$ cat config.mk
export PLATFORM = sky130hd
export DESIGN_NAME = topology_walker
export DESIGN_NICKNAME = d
export VERILOG_FILES = /design/src/rtl/topology_walker_pkg.sv /design/src/rtl/topology_walker_csr_fetch.sv /design/src/rtl/topology_walker.sv
export SDC_FILE = /design/constraint.sdc
export NUM_CORES = 2
export LEC_CHECK = 0
export ABC_AREA = 1
export CORE_MARGIN = 4
export CORE_UTILIZATION = 55
export CTS_CLUSTER_DIAMETER = 50
export DETAILED_ROUTE_END_ITERATION = 12
export GPL_TIMING_DRIVEN = 1
export PLACE_DENSITY_LB_ADDON = 0.1
export SYNTH_ARGS = -nofsm -noshare
export SYNTH_HDL_FRONTEND = slang
export SYNTH_SLANG_ARGS = --single-unit
$ cat constraint.sdc
create_clock -name clk -period 14.2 [get_ports clk]
set_clock_uncertainty 0.1 [all_clocks]
set_input_delay 2.84 -clock clk [delete_from_list [all_inputs] [get_ports clk]]
set_output_delay 2.84 -clock clk [all_outputs]
set_load 0.02 [all_outputs]
$ cat src/rtl/topology_walker_pkg.sv
// topology_walker_pkg: topology table layout constants, decoded entry struct, error codes and walker states.
package topology_walker_pkg;
    localparam logic [31:0] CARBON_TOPOLOGY_SIGNATURE          = 32'h504f5443;
    localparam logic [15:0] CARBON_TOPOLOGY_HEADER_V1_VERSION  = 16'd1;
    localparam int          CARBON_TOPOLOGY_HEADER_BYTES       = 16;
    localparam int          CARBON_TOPOLOGY_ENTRY_BYTES        = 18;
    localparam logic [3:0]  CARBON_TOPOLOGY_HDR_LAST_FIELD     = 4'd5;
    localparam logic [3:0]  CARBON_TOPOLOGY_ENT_LAST_FIELD     = 4'd8;

    typedef struct packed {
        logic [15:0] socket;
        logic [15:0] cluster;
        logic [15:0] core;
        logic [15:0] thread;
        logic [15:0] l1;
        logic [15:0] l2;
        logic [15:0] l3;
        logic [15:0] coh_domain;
        logic [15:0] numa;
    } carbon_topo_entry_t;

    typedef enum logic [2:0] {
        TOPO_ERR_NONE     = 3'd0,
        TOPO_ERR_FAULT    = 3'd1,
        TOPO_ERR_TIMEOUT  = 3'd2,
        TOPO_ERR_BAD_SIG  = 3'd3,
        TOPO_ERR_BAD_VER  = 3'd4,
        TOPO_ERR_BAD_SIZE = 3'd5,
        TOPO_ERR_TOO_MANY = 3'd6
    } carbon_topo_err_e;

    typedef enum logic [3:0] {
        S_IDLE, S_HDR_REQ, S_HDR_RSP, S_HDR_CHK, S_ENT_REQ, S_ENT_RSP, S_EMIT, S_DONE, S_ERR
    } walk_state_e;

    // Header: sig@0(32) ver@4 hsize@6 esize@8 count@10 total@12(32); entry fields packed every 2 bytes.
    function automatic logic [31:0] topo_field_off(input logic ent, input logic [3:0] f);
        return ent ? {27'd0, f, 1'b0} : (f == 4'd0) ? 32'd0 : (f == 4'd5) ? 32'd12 : {27'd0, f, 1'b0} + 32'd2;
    endfunction
endpackage

$ cat src/rtl/topology_walker_csr_fetch.sv
// topo_csr_field_fetch: single-outstanding CSR read engine with response timeout.
// The owning FSM says when it is requesting or waiting; this block handles handshakes, half select and timing.
module topo_csr_field_fetch #(
    parameter int ADDR_W      = 32,
    parameter int RSP_TIMEOUT = 1024
) (
    input  logic              clk,
    input  logic              rst,
    input  logic              i_req,
    input  logic              i_wait,
    input  logic [ADDR_W-1:0] i_addr,
    input  logic              i_half,
    output logic              o_req_valid,
    output logic [ADDR_W-1:0] o_req_addr,
    input  logic              i_req_ready,
    input  logic              i_rsp_valid,
    input  logic [31:0]       i_rsp_rdata,
    input  logic              i_rsp_fault,
    output logic              o_issued,
    output logic              o_valid,
    output logic              o_fault,
    output logic              o_timeout,
    output logic [31:0]       o_data
);
    logic [31:0] r_timer;

    assign o_req_valid = i_req;
    assign o_req_addr  = i_req ? (i_half ? i_addr - ADDR_W'(2) : i_addr) : '0;
    assign o_issued    = i_req & i_req_ready;
    assign o_valid     = i_wait & i_rsp_valid;
    assign o_fault     = o_valid & i_rsp_fault;
    assign o_data      = i_half ? {16'h0, i_rsp_rdata[31:16]} : i_rsp_rdata;
    // The timer also runs while the request is unaccepted so a dead slave cannot hang the walk.
    assign o_timeout   = (RSP_TIMEOUT != 0) && (i_req | i_wait) && !o_issued && !o_valid &&
                         (r_timer == 32'(RSP_TIMEOUT - 1));

    always_ff @(posedge clk) begin
        if (rst || !(i_req || i_wait) || o_issued || o_valid)
            r_timer <= '0;
        else
            r_timer <= r_timer + 32'd1;
    end
endmodule

$ cat src/rtl/topology_walker.sv
// topology_walker: CSR master that reads and validates the v1 topology header, then streams each decoded entry.
module topology_walker
    import topology_walker_pkg::*;
#(
    parameter int                ADDR_W      = 32,
    parameter int                DATA_W      = 32,
    parameter logic [ADDR_W-1:0] BASE_ADDR   = '0,
    parameter int                MAX_ENTRIES = 64,
    parameter int                RSP_TIMEOUT = 1024
) (
    input  logic               clk,
    input  logic               rst,
    input  logic               i_start,
    output logic               o_busy,
    output logic               o_done,
    output logic               o_error,
    output carbon_topo_err_e   o_err_code,
    output logic [15:0]        o_entry_count,
    output logic               o_out_valid,
    input  logic               i_out_ready,
    output logic [15:0]        o_out_index,
    output carbon_topo_entry_t o_out_entry,
    output logic               o_csr_req_valid,
    input  logic               i_csr_req_ready,
    output logic [ADDR_W-1:0]  o_csr_req_addr,
    output logic               o_csr_req_write,
    input  logic               i_csr_rsp_valid,
    output logic               o_csr_rsp_ready,
    input  logic [DATA_W-1:0]  i_csr_rsp_rdata,
    input  logic               i_csr_rsp_fault
);
    if (DATA_W != 32) begin : g_data_w_check
        $error("topology_walker: only DATA_W=32 is supported");
    end

    walk_state_e       r_state, w_next;
    carbon_topo_err_e  r_err, w_chk;
    logic [3:0]        r_field;
    logic [15:0]       r_idx, r_ver, r_hsize, r_esize, r_count, r_entry_count;
    logic [31:0]       r_sig, r_total, w_rel, w_data;
    logic [8:0][15:0]  r_ent;
    logic              r_done, r_error;
    logic              w_ent, w_hdr_rsp, w_req, w_wait, w_half, w_last, w_emit_last, w_idle;
    logic              w_issued, w_valid, w_fault, w_timeout;

    assign w_idle      = (r_state == S_IDLE) || (r_state == S_DONE) || (r_state == S_ERR);
    assign w_ent       = (r_state == S_ENT_REQ) || (r_state == S_ENT_RSP);
    assign w_hdr_rsp   = (r_state == S_HDR_RSP);
    assign w_req       = (r_state == S_HDR_REQ) || (r_state == S_ENT_REQ);
    assign w_wait      = w_hdr_rsp || (r_state == S_ENT_RSP);
    assign w_rel       = (w_ent ? 32'(CARBON_TOPOLOGY_HEADER_BYTES) + 32'(r_idx) * 32'(CARBON_TOPOLOGY_ENTRY_BYTES) : 32'd0)
                         + topo_field_off(w_ent, r_field);
    // A 16-bit field in the final word is fetched 2 bytes early so the read never runs past the table.
    assign w_half      = w_ent && (w_rel + 32'd4 > r_total);
    assign w_last      = r_field == (w_ent ? CARBON_TOPOLOGY_ENT_LAST_FIELD : CARBON_TOPOLOGY_HDR_LAST_FIELD);
    assign w_emit_last = r_idx == r_count - 16'd1;
    assign w_chk = (r_sig != CARBON_TOPOLOGY_SIGNATURE)         ? TOPO_ERR_BAD_SIG  :
                   (r_ver != CARBON_TOPOLOGY_HEADER_V1_VERSION) ? TOPO_ERR_BAD_VER  :
                   (r_hsize != 16'(CARBON_TOPOLOGY_HEADER_BYTES) || r_esize != 16'(CARBON_TOPOLOGY_ENTRY_BYTES) ||
                    r_total != 32'(r_hsize) + 32'(r_count) * 32'(r_esize)) ? TOPO_ERR_BAD_SIZE :
                   (32'(r_count) > 32'(MAX_ENTRIES))             ? TOPO_ERR_TOO_MANY : TOPO_ERR_NONE;

    topo_csr_field_fetch #(.ADDR_W(ADDR_W), .RSP_TIMEOUT(RSP_TIMEOUT)) u_fetch (
        .clk(clk), .rst(rst), .i_req(w_req), .i_wait(w_wait),
        .i_addr(BASE_ADDR + ADDR_W'(w_rel)), .i_half(w_half),
        .o_req_valid(o_csr_req_valid), .o_req_addr(o_csr_req_addr), .i_req_ready(i_csr_req_ready),
        .i_rsp_valid(i_csr_rsp_valid), .i_rsp_rdata(i_csr_rsp_rdata), .i_rsp_fault(i_csr_rsp_fault),
        .o_issued(w_issued), .o_valid(w_valid), .o_fault(w_fault), .o_timeout(w_timeout), .o_data(w_data)
    );

    always_comb begin
        w_next = r_state;
        case (r_state)
            S_IDLE, S_DONE, S_ERR: w_next = i_start ? S_HDR_REQ : r_state;
            S_HDR_REQ, S_ENT_REQ:  w_next = w_issued ? ((r_state == S_HDR_REQ) ? S_HDR_RSP : S_ENT_RSP) :
                                            w_timeout ? S_ERR : r_state;
            S_HDR_RSP, S_ENT_RSP:  w_next = (w_fault || w_timeout) ? S_ERR : !w_valid ? r_state :
                                            !w_last ? (w_hdr_rsp ? S_HDR_REQ : S_ENT_REQ) :
                                            (w_hdr_rsp ? S_HDR_CHK : S_EMIT);
            S_HDR_CHK:             w_next = (w_chk != TOPO_ERR_NONE) ? S_ERR : (r_count == 16'd0) ? S_DONE : S_ENT_REQ;
            S_EMIT:                w_next = !i_out_ready ? S_EMIT : w_emit_last ? S_DONE : S_ENT_REQ;
            default:               w_next = S_IDLE;
        endcase
    end

    always_ff @(posedge clk) begin
        if (rst) r_state <= S_IDLE;
        else     r_state <= w_next;
    end

    always_ff @(posedge clk) begin
        if (rst) begin
            {r_done, r_error, r_field, r_idx, r_entry_count} <= '0;
            {r_sig, r_ver, r_hsize, r_esize, r_count, r_total, r_ent} <= '0;
            r_err <= TOPO_ERR_NONE;
        end else begin
            if (w_idle && i_start) begin
                {r_done, r_error, r_field, r_idx, r_entry_count} <= '0;
                r_err <= TOPO_ERR_NONE;
            end
            if (w_fault || w_timeout) begin
                r_error <= 1'b1;
                r_err   <= w_fault ? TOPO_ERR_FAULT : TOPO_ERR_TIMEOUT;
            end else if (w_valid) begin
                r_field <= w_last ? 4'd0 : r_field + 4'd1;
                if (w_ent) r_ent[4'd8 - r_field] <= w_data[15:0];
                else case (r_field)
                    4'd0:    r_sig   <= w_data;
                    4'd1:    r_ver   <= w_data[15:0];
                    4'd2:    r_hsize <= w_data[15:0];
                    4'd3:    r_esize <= w_data[15:0];
                    4'd4:    r_count <= w_data[15:0];
                    default: r_total <= w_data;
                endcase
            end
            if (r_state == S_HDR_CHK) begin
                r_idx <= '0;
                if (w_chk != TOPO_ERR_NONE) begin
                    r_error <= 1'b1;
                    r_err   <= w_chk;
                end else begin
                    r_entry_count <= r_count;
                    r_done        <= r_count == 16'd0;
                end
            end
            if (r_state == S_EMIT && i_out_ready) begin
                if (w_emit_last) r_done <= 1'b1;
                else             r_idx  <= r_idx + 16'd1;
            end
        end
    end

    assign o_busy          = !w_idle;
    assign o_done          = r_done;
    assign o_error         = r_error;
    assign o_err_code      = r_err;
    assign o_entry_count   = r_entry_count;
    assign o_out_valid     = r_state == S_EMIT;
    assign o_out_index     = r_idx;
    assign o_out_entry     = carbon_topo_entry_t'(r_ent);
    assign o_csr_req_write = 1'b0;
    assign o_csr_rsp_ready = 1'b1;
endmodule

; Word-level counts from Yosys, hierarchy flattened
; Cells that the tools add are included.
; W data, S select, Z words.
[word_totals]
regBits = 349
romBits = 0
latch_bits = 0
out_inout_bits = 218
mem_bits_rw = 0
memories = 0
[op_classes]
n_mul = 2
n_lt_le_gt_ge = 4
n_bitwise = 7
n_reduce_logical = 39
n_addsub = 11
div = 0
eq_ne = 24
shift = 0
muxes = 54
[ops]
columns = op, n
row1 = $bwmux W144, 1
row2 = $mux W16, 8
row3 = $mux W32, 3
row4 = $demux W16 S4, 1
row5 = $mux W4, 11
row6 = $mux W3, 12
row7 = $add A16 B32 Y32, 1
row8 = $add A32 B1 Y32 const B, 1
row9 = $eq A32 B10 Y1 const B, 1
row10 = $gt A24 B32 Y1, 1
row11 = $mul A16 B16 Y32, 1
row12 = $ne A16 B5 Y1 const B, 2
row13 = $ne A32 B31 Y1 const B, 1
row14 = $ne A32 B32 Y1, 1
row15 = $add A23 B3 Y24 const B, 1
row16 = $eq A4 B3 Y1 const B, 6
row17 = $reduce_and A4 Y1, 6
row18 = $sub A23 B2 Y24 const B, 1
row19 = $add A22 B6 Y23, 1
row20 = $add A5 B21 Y22 const A, 1
row21 = $mux W22, 1
row22 = $mul A16 B4 Y20 const B, 1
row23 = $pmux W4 S5, 1
row24 = $mux W6, 3
row25 = other kinds (31), 74

; Depth between registers and ports, before layout
[logic_depth]
word_depth = 12
depth_mapped = 49
depth_no_buf = 49

; Modules after synthesis
; From an unflattened synthesis, not the netlist that was laid out.
[unflattened]
cells_unflattened = 4213
hier_area_um2 = 28687.5
[by_module_without_submodules]
columns = mod, area_per_inst_um2, seq_area_each_um2, instances, cells_per_inst
row1 = topology_walker, 25587.0, 6346.1, 1, 3640
row2 = topo_csr_field_fetch, 3100.5, 640.6, 1, 573

; Worst setup path before layout
; Ideal clock, no wire load.
[synth_path]
path_kind = register to output
startpoint = register r_state[3]
endpoint = output port o_csr_req_addr[24]
t_arrival_ns = 6.248
stages_incl_launch_ff = 42
path_buffers = 3
path_slack_ns = 5.012
path_cell_list = dfxtp_1 > inv_2 > nand2_2 > nor2_4 > buf_2 > buf_2 > nand2_1 > nand3_1 > inv_1 > ha_1 > fa_1 > xor2_1 > ha_1 > inv_1 > nor2_1 > nand2_1 > nor2_1 > nand4_1 > (+6 left out) > ha_1 > nand4_1 > nor3_1 > nand2_1 > nand3_1 > nand2_1 > nand2_1 > nand2_1 > inv_1 > nand3_1 > nor2_1 > nand3_1 > nor2_1 > nand2_1 > nor2_2 > nand2_2 > nor3_2 > buf_4
[synth_via]
elab_chain_len = 9
word_cells_on_any_way = 14
cone_classes = add/sub: 3 / order compare: 1 / eq/ne: 3 / mux: 4 / reduce/logical: 3
[synth_lines]
columns = element, line
row1 = from (decl), topology_walker.sv:36  ; walk_state_e r_state, w_next;
row2 = from (signal assigned), topology_walker.sv:88  ; else r_state <= w_next;
row3 = "$eq A4 B3 Y1, on equally long branches", "topology_walker.sv:47, topology_walker.sv:49"
row4 = $logic_or A1 B1 Y1, topology_walker.sv:47  ; assign w_ent = (r_state == S_ENT_REQ) || (r_state == S_ENT_RSP);
row5 = $mux W22 or $mux W6 (tied branches), "topology_walker.sv:51, topology_walker_pkg.sv:38"
row6 = $add A22 B6 Y23, topology_walker.sv:52  ; + topo_field_off(w_ent, r_field);
row7 = $add A23 B3 Y24, topology_walker.sv:54  ; assign w_half = w_ent && (w_rel + 32'd4 > r_total);
row8 = $gt A24 B32 Y1, topology_walker.sv:54
row9 = $logic_and A1 B1 Y1, topology_walker.sv:54
row10 = $mux W32, topology_walker_csr_fetch.sv:28  ; assign o_req_addr = i_req ? (i_half ? i_addr - ADDR_W'(2) : i_addr) : '0;
row11 = $mux W32 (*), topology_walker_csr_fetch.sv:28
row12 = to (decl), topology_walker.sv:25  ; output logic [ADDR_W-1:0] o_csr_req_addr,
; Mark *: on every way between the ends. The rest lies on a longest branch, timed or not.

; Final worst setup path
[layout_path]
startpoint = register r_field[0]
endpoint = output port o_csr_req_addr[26]
[layout_via]
elab_chain_len = 10
word_cells_on_any_way = 13
cone_classes = add/sub: 4 / order compare: 1 / eq/ne: 1 / mux: 5 / reduce/logical: 2
[layout_lines]
columns = element, line
row1 = from (decl), topology_walker.sv:38  ; logic [3:0] r_field;
row2 = from (signal assigned), topology_walker.sv:105  ; r_field <= w_last ? 4'd0 : r_field + 4'd1;
row3 = $add A5 B2 Y6 or $eq A4 B3 Y1 (tied branches), topology_walker_pkg.sv:38  ; return ent ? {27'd0, f, 1'b0} : (f == 4'd0) ? 32'd0 : (f == 4'd5) ? 32'd12 : {27'd0, f, 1'b0} + 32'd2;
row4 = $mux W6 (2 in a row), topology_walker_pkg.sv:38
row5 = $mux W6 (*), topology_walker_pkg.sv:38
row6 = $add A22 B6 Y23 (*), topology_walker.sv:52
row7 = $add A23 B3 Y24, topology_walker.sv:54
row8 = $gt A24 B32 Y1, topology_walker.sv:54
row9 = $logic_and A1 B1 Y1, topology_walker.sv:54
row10 = $mux W32 (*) (2 in a row), topology_walker_csr_fetch.sv:28
; Marks and branches as above.

==> Flow_metrics.wiki <==
{| class="wikitable"
! Metric !! Value
|-
| Result of the run || finished clean
|-
| GRT Resource Usage Total || 30.84%
|-
| Cell Rows || 84
|-
| Shortest period the worst path allows || 12420 ps
|-
| Clock Path Buffers || 3
|-
| Max stage delay on crit path || 820 ps
|-
| Library cell with the largest summed area after synthesis || dfxtp_1
|-
| Most used standard cell by instance count after synthesis || inv_1
|-
| Die outline area || 56800 µm²
|-
| Data required time of the worst path || 11260 ps
|-
| WL/cell || 17.06 µm
|-
| Crit path max-delay cell type || inv_1
|-
| GP Congestion || 0.9593
|-
| Antenna violations before repair || 10
|-
| Predominant post-synthesis flop cell || dfxtp_1
|-
| Count of flip-flops with a built-in enable after synthesis || 0
|-
| Fraction of synthesis flops using an asynchronous set or reset pin || 0%
|-
| Initial cell density of the core || 55.53%
|-
| Post-layout instance count excluding filler cells || 5187
|-
| Post-CTS resize count || 0
|-
| Classification of the worst setup path || register to output pin
|-
| Flip-flop and latch count after synthesis || 349
|-
| Power per unit of standard cell area || 76.09 nW/µm²
|-
| Total setup violations reported at the end of the flow || 0
|-
| Data arrival at the endpoint of the critical path || 9480 ps
|-
| Netlist area before placement || 29180 µm²
|-
| Headroom to the max-slew limit || 20.19%
|-
| Clock buffer count from CTS || 49
|-
| Via density || 5.182
|-
| Min-Delay Path Class || register to register
|-
| Post-synthesis compound-gate area fraction || 13.08%
|-
| Final core area utilization || 64.06%
|-
| Measured slew at the worst slew-check pin || 1194 ps
|-
| Width of the die || 238.3 µm
|-
| Worst Path Buf+Inv || 7
|-
| Router iterations before antenna repair || 6
|-
| RSZ-0062 raised after global routing || no
|-
| Wire length after detailed routing || 88490 µm
|-
| Quantity of I/O buffers inserted on ports || 253
|-
| Final number of max-transition violations || 0
|-
| Largest cells by area after synthesis || dfxtp_1 (24%), fa_1 (15%), inv_1 (13%)
|-
| TritonCTS sink count || 349
|-
| Pre-CTS setup slack || 2465 ps
|-
| Insertion delay to the later sink of the worst-skew pair || 590 ps
|-
| DRC violation count after routing || 0
|-
| Count of hold buffers inserted by post-cts repair || 0
|-
| Crit start category || register
|-
| Leading cell types by count after synthesis || inv_1 (1020), nand2_1 (886), a21oi_1 (371)
|-
| Avg Cell Area, Syn || 6.744 µm²
|-
| GRT met1 Usage || 42.07%
|-
| H-tree depth || 2
|-
| Post-Syn Instances || 4327
|-
| Cell leakage power || 16.59 nW
|-
| Most heavily used metal layer in global routing || met2
|-
| Cell repeated most along the worst path || nand2_1
|-
| Total grt overflow || 0
|-
| Setup fix buffers added after clock tree synthesis || 0
|-
| Post-synthesis mux area share || 0%
|-
| Total number of vias || 26880
|-
| YS warnings || 0
|-
| Std-Cell Core Area || 52550 µm²
|-
| Share of the clock period used by the worst path after layout || 87.50%
|-
| Clock tree from TritonCTS || built
|-
| HPWL after detailed placement || 66010 µm
|-
| Floorplan die height || 238.3 µm
|-
| Total power || 2.561 mW
|-
| Grt met2 use || 48.37%
|-
| Initial detailed-routing violation count || 1987
|-
| Sequential fraction of the synthesis area || 23.94%
|-
| Top Ports || 257
|-
| Clock Pin Slew Worst Setup and Hold Paths || 60 ps
|-
| Fmax achieved || 80.49 MHz
|-
| Family with the most delay on the worst path || simple AND/OR/NAND/NOR gates
|-
| Xor and xnor area share after synthesis || 2.281%
|-
| Wire length of the first global-routing pass || 138900 µm
|-
| Simple-gate share of the synthesized area || 22.38%
|-
| Count of placed standard cells including taps || 5095
|-
| Combinational family with the most area after synthesis || simple AND/OR/NAND/NOR gates
|-
| Via count of the first global-routing pass || 25160
|-
| Area fraction of the dominant cell type after synthesis || 23.94%
|-
| Layout-stage area growth over the synthesis result || 15.37%
|-
| CP max FO || 34
|-
| Critical Path Sink Type || output pin
|-
| Count of endpoints failing hold in the final timing report || 0
|-
| Net count, final || 4884
|-
| Number of nets still failing antenna checks after routing || 0
|-
| Max capacitance violation total || 0
|-
| Met3 Usage GRT || 8.564%
|-
| Pin count of the biggest net entering global routing || 127
|-
| Fraction of layout cells with a size suffix above 1 || 4.582%
|-
| Final-layout setup total negative slack || 0 ps
|-
| Root Driver || clkbuf_16
|-
| Worst IR drop on VDD || 93.61 µV
|-
| Share of synthesized cell area in full adder, half adder and majority cells || 22.05%
|-
| Crit path setup slack, layout || 1776 ps
|-
| Synth unique cells || 49
|}
[worst reg2reg max path, delay by kind of cell (launching register included)]
kind	cells	cell delay, ps
AOI/OAI and AO/OA	3	780
xor gates and xnor gates	1	300
and+or+nand+nor	16	3810
DFF	1	390
buffers and inverters	7	1090
adders and majority gates	5	1330
[placed cells by master, fill, tap and decap left out, drive strengths merged, types with 9 or more instances in the layout]
master	synthesis	final
nor2	280	280
ha	175	175
dfxtp	349	349
fa	212	212
o21a	9	9
buf	54	28
clkbuf	151	68
nor3	54	54
a21oi	373	373
o21ai	342	342
nand4	59	59
xnor2	32	32
nand3	170	170
nor4	20	20
xor2	44	44
clkdlybuf4s50	0	252
nand2	914	914
inv	1040	1045
[cell type report]
cell class                 instances  area, µm²
multi-input combinational       2737      17480
inverter                        1040       3904
fill                            4919      18890
clock buffer                      67       1375
antenna                            3      7.507
clock inverter                    22      307.8
timing repair buffer             281       2746
tap                              688      860.8
sequential                       349       6987
[kinds of logic (layout without fill, tap and decap cells)]
logic type               Yosys count  in the layout
AO/OA/AOI/OAI                    746            746
buffers and inverters           1245           1410
XOR/XNOR                          76             76
other                              2              9
flip-flops                       349            349
adder cells (fa/ha/maj)          387            387
AND/OR/NAND/NOR                 1522           1522
[path summary, 6_finish.rpt]
kind | from | endpoint | slack [ps] | depth (start not counted)
worst max-delay path | r_field[0] | o_csr_req_addr[26] | 1780 | 40
worst min-delay path | u_fetch.r_timer[0] | u_fetch.r_timer[0] | 340 | 1
worst max register to register | r_field[0] | o_out_entry[46] | 6290 | 32
worst min register to register | u_fetch.r_timer[0] | u_fetch.r_timer[0] | 340 | 1
[metal layers]
metal	vias up	wire length, µm
li1	13490	-
met1	12370	38370
met2	869	39260
met3	145	8118
met4	8	2684
met5	-	63
[power breakdown]
part	switching (mW)	internal, mW	total [mW]	leakage, nW
clock network	0.479	0.776	1.26	0.808
logic	0.235	0.0733	0.309	13.0
registers	0.00794	0.990	0.998	2.81
total	0.722	1.84	2.56	16.6
[stage by stage]
step           cell area (µm²)  hold WS [ps]
6_report                 33660         344.8
5_1_grt                  33660         373.4
4_1_cts                  33660         351.9
3_5_place_dp             31970         338.4
3_3_place_gp             31970         329.5
2_1_floorplan            29190         317.9
[sequential cells by signal, summed over array words and instances, names as in the netlist]
register         count
o_out_entry        144
r_sig               32
r_total             32
u_fetch.r_timer     32
o_entry_count       16
o_out_index         16
r_count             16
r_esize             16
r_hsize             16
r_ver               16
r_field              4
r_state              4
o_err_code           3
o_done               1
o_error              1
Power figures use the tool's default switching activity.
